===== config.mk =====
export PLATFORM = sky130hd
export DESIGN_NAME = serial_link_sequencer
export DESIGN_NICKNAME = d
export VERILOG_FILES = /design/src/rtl/serial_link_sequencer.sv
export SDC_FILE = /design/constraint.sdc
export NUM_CORES = 1
export LEC_CHECK = 0
export BUFFER_PORTS_ARGS = -buffer_cell sky130_fd_sc_hd__buf_2
export CAP_MARGIN = 40
export CORE_MARGIN = 2
export CORE_UTILIZATION = 40
export CTS_BUF_LIST = sky130_fd_sc_hd__clkbuf_2
export DETAILED_ROUTE_END_ITERATION = 10
export HOLD_SLACK_MARGIN = 0.05
export PLACE_DENSITY = 0.72
export SLEW_MARGIN = 10
export SYNTH_ARGS = -nofsm -noshare
export SYNTH_HDL_FRONTEND = slang
export SYNTH_SLANG_ARGS = --single-unit

===== constraint.sdc =====
create_clock -name clk -period 2.3 [get_ports clk]
set_clock_uncertainty 0.05 [all_clocks]
set_input_delay 0.345 -clock clk [delete_from_list [all_inputs] [get_ports clk]]
set_output_delay 0.345 -clock clk [all_outputs]
set_load 0.005 [all_outputs]

===== src/rtl/serial_link_sequencer.sv =====
`default_nettype none
// ============================================================================
// Module  : serial_link_sequencer
// Brief   : Half-duplex serial transaction sequencer that sends a frame, turns
//           the pad around, and optionally captures a response frame.
// Rev     : 1.0
// ============================================================================
module serial_link_sequencer #(
    parameter int WIDTH   = 64,
    parameter int TIMEOUT = 64
) (
    input  logic             clk,
    input  logic             rst_n,
    input  logic             start,
    input  logic             abort,
    input  logic [WIDTH-1:0] tx_data,
    input  logic [7:0]       tx_size,
    input  logic [7:0]       rx_size,
    output logic [WIDTH-1:0] pts_parallel,
    output logic             pts_load,
    output logic             pad_oe,
    output logic             stp_enable,
    output logic [7:0]       stp_framesize,
    input  logic             stp_complete,
    input  logic [WIDTH-1:0] stp_parallel,
    input  logic             line_in,
    output logic             busy,
    output logic             done,
    output logic             timeout_err,
    output logic [WIDTH-1:0] rx_data
);

    localparam int               TW         = (TIMEOUT > 1) ? $clog2(TIMEOUT) : 1;
    localparam logic [7:0]       c_width    = 8'(WIDTH);
    localparam logic [TW-1:0]    c_tmo_last = TW'(TIMEOUT - 1);

    typedef enum logic [2:0] {
        IDLE       = 3'd0,
        LOAD       = 3'd1,
        SEND       = 3'd2,
        TURN       = 3'd3,
        WAIT_START = 3'd4,
        RECV       = 3'd5,
        DONE       = 3'd6
    } state_t;

    state_t            r_state;
    state_t            w_next;
    logic              w_tmo_hit;
    logic [7:0]        w_tx_len;
    logic [7:0]        w_rx_len;
    logic [7:0]        r_tx_len;
    logic [7:0]        r_rx_len;
    logic [7:0]        r_bit_cnt;
    logic [TW-1:0]     r_timer;
    logic              r_tmo_flag;
    logic [WIDTH-1:0]  r_pts_parallel;
    logic [WIDTH-1:0]  r_rx_data;

    // Out-of-range sizes fall back to a full frame; rx_size 0 keeps meaning "no response".
    assign w_tx_len = (tx_size == 8'd0 || int'(tx_size) > WIDTH) ? c_width : tx_size;
    assign w_rx_len = (int'(rx_size) > WIDTH) ? c_width : rx_size;

    always_ff @(posedge clk or negedge rst_n) begin
        if (!rst_n) begin
            r_state <= IDLE;
        end else begin
            r_state <= w_next;
        end
    end

    always_comb begin
        w_next      = r_state;
        w_tmo_hit   = 1'b0;
        pts_load    = 1'b0;
        pad_oe      = 1'b0;
        stp_enable  = 1'b0;
        busy        = (r_state != IDLE);
        done        = 1'b0;
        timeout_err = 1'b0;
        case (r_state)
            IDLE: begin
                if (start && !abort) w_next = LOAD;
            end
            LOAD: begin
                pad_oe = 1'b1;
                w_next = SEND;
            end
            SEND: begin
                pts_load = 1'b1;
                pad_oe   = 1'b1;
                if (r_bit_cnt == r_tx_len - 8'd1) w_next = TURN;
            end
            TURN: begin
                if (r_bit_cnt == 8'd1) w_next = (r_rx_len != 8'd0) ? WAIT_START : DONE;
            end
            WAIT_START: begin
                if (!line_in) begin
                    w_next = RECV;
                end else if (r_timer == c_tmo_last) begin
                    w_next    = DONE;
                    w_tmo_hit = 1'b1;
                end
            end
            RECV: begin
                stp_enable = 1'b1;
                if (stp_complete) w_next = DONE;
            end
            DONE: begin
                done        = 1'b1;
                timeout_err = r_tmo_flag;
                w_next      = IDLE;
            end
            default: w_next = IDLE;
        endcase
        // Abort overrides every other exit condition evaluated above.
        if (abort && r_state != IDLE) begin
            w_next    = IDLE;
            w_tmo_hit = 1'b0;
        end
    end

    always_ff @(posedge clk or negedge rst_n) begin
        if (!rst_n) begin
            r_tx_len       <= 8'd0;
            r_rx_len       <= 8'd0;
            r_bit_cnt      <= 8'd0;
            r_timer        <= '0;
            r_tmo_flag     <= 1'b0;
            r_pts_parallel <= '0;
            r_rx_data      <= '0;
        end else begin
            if (r_state == IDLE && start && !abort) begin
                r_pts_parallel <= tx_data;
                r_tx_len       <= w_tx_len;
                r_rx_len       <= w_rx_len;
            end
            // Counters restart on every state change so each phase counts from zero.
            if (w_next != r_state) begin
                r_bit_cnt <= 8'd0;
                r_timer   <= '0;
            end else if (r_state == SEND || r_state == TURN) begin
                r_bit_cnt <= r_bit_cnt + 8'd1;
            end else if (r_state == WAIT_START) begin
                r_timer <= r_timer + 1'b1;
            end
            if (r_state == RECV && stp_complete && !abort) begin
                r_rx_data <= stp_parallel;
            end
            if (w_next == DONE) begin
                r_tmo_flag <= w_tmo_hit;
            end
        end
    end

    assign pts_parallel  = r_pts_parallel;
    assign stp_framesize = r_rx_len;
    assign rx_data       = r_rx_data;

endmodule
`default_nettype wire


==> summary.md <==
| Metric | Value |
|---|---|
| Crit path required time | `roughly 2.9 ns` |
| DP HPWL | `between 10000 and 15000 um` |
| Post-synth EDFFs | `0` |
| Overflow after GRT | `0` |
| Post-Synthesis Cells | `between 600 and 700` |
| Layout Cells excl Fill | `1321` |
| Crit Path Category | `reg2reg` |
| CTS clk-pin slew, worst paths | `0.27 ns` |
| Global-route wire length before repair | `33700 um` |
| CTS H-tree depth | `4` |
| Failing checks | `negative setup slack` |
| CTS buffer count | `17` |
| Clock tree from TritonCTS | `built` |
| Status | `finished, violations left` |
| Max Fanout on Critical Path | `6` |
| Ranking of synthesized cells by area | `dfrtp_1, nand2_1, mux2_2` |
| CTS root buffer | `clkbuf_2` |
| DRC | `0` |
| Multi-input logic area | `2670 um^2` |
| DR WL/cell | `~16 um` |
| Number of global-route vias before repair | `~6800` |
| Rel. slew slack | `a little under three fifths` |
| Setup ws final | `-0.0230 ns` |
| Final cycle utilization of the critical path | `101%` |
| Post-DRT Antenna Nets | `0` |
| Clk Latency, worst-skew pair | `0.71 ns` |
| Yosys reg bits | `162` |
| Unique masters post-synth | `slightly above 50` |
| Core area | `between 15000 and 20000 um^2` |
| Via Count | `between 6000 and 7000` |
| # nets final | `1237` |
| Initial Util | `just over 40%` |
| GR Util All Layers | `23.9%` |
| Drt pass-1 iters | `4` |
| Critical Path Start Type | `flip-flop` |
| Measured slew at the worst slew-check pin | `~0.64 ns` |
| Largest area contributor in the netlist | `dfrtp_1` |
| Final hold violation count | `0` |
| Crit path arrival time | `roughly 2.9 ns` |
| Leakage | `between 5 and 6 nW` |
| Dpl ws | `-0.0113 ns` |
| P per Cell Area | `834 nW/um^2` |
| Crit path max-delay family | `simple AND/OR/NAND/NOR gates` |
| Row count | `47` |
| Antenna violations before repair | `4` |
| Avg Inst Size Synth | `roughly 11 um^2` |
| Min cycle time layout | `between 2 and 2.5 ns` |
| Die span in x | `between 100 and 150 um` |
| Clock buffer depth | `2` |
| Final setup viols | `5` |
| Max frequency | `approximately 0.43 GHz` |
| Vias/cell | `around 4.8` |
| Final Max Slew Viols | `0` |
| CP peak stage delay | `between 0.4 and 0.5 ns` |
| Crit path top cell by count | `or3_4` |
| Syn Nets | `approximately 770` |
| Die Area | `roughly 18000 um^2` |
| Synthesis warning total | `0` |
| CP Capture Type | `flip-flop` |
| Die Ht | `approximately 130 um` |
| Final WL | `roughly 22000 um` |
| Placed inst area | `about 8700 um^2` |
| Setup_tns | `-0.0742 ns` |
| IO Count | `292` |
| Pwr Total | `~9 mW` |
| Clock tree sinks | `162` |
| PortBufs | `291` |
| Number of fill cells | `around 1200` |
| Max VDD drop | `0.000607 V` |
| GPL Wtd Cong | `about 0.85` |
| P&R area growth vs syn | `57.0%` |
| WP buf/inv | `1` |
| Drt initial violations | `285` |
| Seq/Total Area, Yosys | `59.8%` |
| Maxcap violations | `0` |
| Flip-flop and latch area | `4060 um^2` |
| Synth top area share | `between 50% and 60%` |
| Crit-path cells | `or3_4 > or3_4 > a211oi_2 > o211ai_2 > a31oi_4 > buf_6 > nor3_2` |
| Layout cell share with drive strength beyond 1 | `between 40% and 50%` |
| Top FF cell, synth | `dfrtp_1` |
| Crit-path slowest cell | `dfrtp_1` |
| Final instance area | `approximately 11000 um^2` |
| Type of the most critical hold path | `in2async` |
| Cells after DPL | `1128` |
| Asr flop ratio synth | `between 90% and 100%` |
| Largest net degree at the start of global routing | `70` |
| Synth Cell Area | `between 6000 and 7000 um^2` |
| RSZ-0062 raised after global routing | `true` |
==> layout make-up <==
type,count,share of cell area (%)
clock inverters,13,1.65
clock buffers,19,0.894
diodes,5,0.118
flip-flops and latches,162,38.1
multi-input cells,414,25.1
well taps,220,2.59
repair buffers,482,31.3
inverters,6,0.259
==> power by group <==
group,internal (mW),switching [mW]
clock network,0.639,1.07
registers,3.53,0.442
logic,1.56,1.63
==> placed cells by master (no fill, tap or decap), types with 2 or more instances in the layout <==
master         instances
dfrtp_2                2
buf_6                  6
nor3_1                 3
diode_2                5
and2_1                 5
dlygate4sd3_1        151
mux2_2                65
xnor2_1               13
buf_12                 3
and3_1                 3
mux2i_1                2
buf_4                 32
buf_2                290
ha_1                   3
bufinv_16              3
clkbuf_2              19
inv_6                  4
nand2_1              207
nor2b_1                5
nor3_2                15
or4_1                  4
or3_4                  2
dfrtp_1              160
nor2_1                13
inv_1                  5
or3_1                  2
o21ai_0                6
a22o_1                 8
xor2_1                 9
a21oi_1                4
clkinv_4               4
nand3_1                9
a31oi_1                2
==> Yosys cell counts (all sizes together) (7+ instances only) <==
master  number
nand2      207
dfrtp      162
mux2        65
clkbuf      19
nor3        18
nor2        13
xnor2       13
buf         12
nand3       10
xor2         9
a22o         8
o21ai        7
==> worst paths after layout <==
check	start	endpoint	slack [ns]	cells after the start
min in group clk	tx_data[2]	pts_parallel[2]	0.28	4
worst min register to register	pts_parallel[41]	pts_parallel[41]	0.45	2
max in group asynchronous	rst_n	r_timer[5]	1.44	3
worst max register to register	r_tx_len[2]	r_bit_cnt[5]	-0.02	7
worst max-delay path	r_tx_len[2]	r_bit_cnt[5]	-0.02	7
worst min-delay path	rst_n	rx_data[55]	0.11	2
==> registers in the layout (all words and copies together), names as in the netlist <==
name,count
pts_parallel,64
r_bit_cnt,8
r_state,3
r_timer,6
r_tmo_flag,1
r_tx_len,8
rx_data,64
stp_framesize,8
==> per-stage QoR <==
stage / hold slack (ns) / util [%]
6_report: 0.112 / 64.2
2_1_floorplan: -0.000591 / -
4_1_cts: 0.0633 / 63.5
5_1_grt: 0.0776 / 64.1
3_5_place_dp: 0.347 / 52.4
3_3_place_gp: 0.344 / 52.4
==> routing by layer <==
metal	GRT usage (%)	vias up	part of all wire, %
met2	41.8	253	53
li1	-	2980	-
met3	6.61	71	6.2
met1	27.0	3102	37
met5	0	-	0
met4	11.7	0	3.6
==> repair_timing <==
item / CTS / global route
pin swaps: 3 / 8
setup endpoints to repair: 14 / 56
gates resized for setup: 7 / 21
buffers inserted: 3 / 2
hold buffers: 151 / 0
endpoints found under the hold margin: 309 / 0
==> kinds of logic (layout without fill, tap and decap cells) <==
family | count (synthesis) | in the layout | share of synthesized area (%)
multiplexers | 67 | 67 | 11.1
flip-flops | 162 | 162 | 59.8
adder cells (fa/ha/maj) | 4 | 4 | 0.739
AND/OR/NAND/NOR | 282 | 282 | 18.4
XOR/XNOR | 22 | 22 | 2.84
buffers and inverters | 37 | 520 | 2.34
AO/OA/AOI/OAI | 39 | 39 | 4.75
other | 0 | 5 | 0
(Power assumes the default switching activity.)
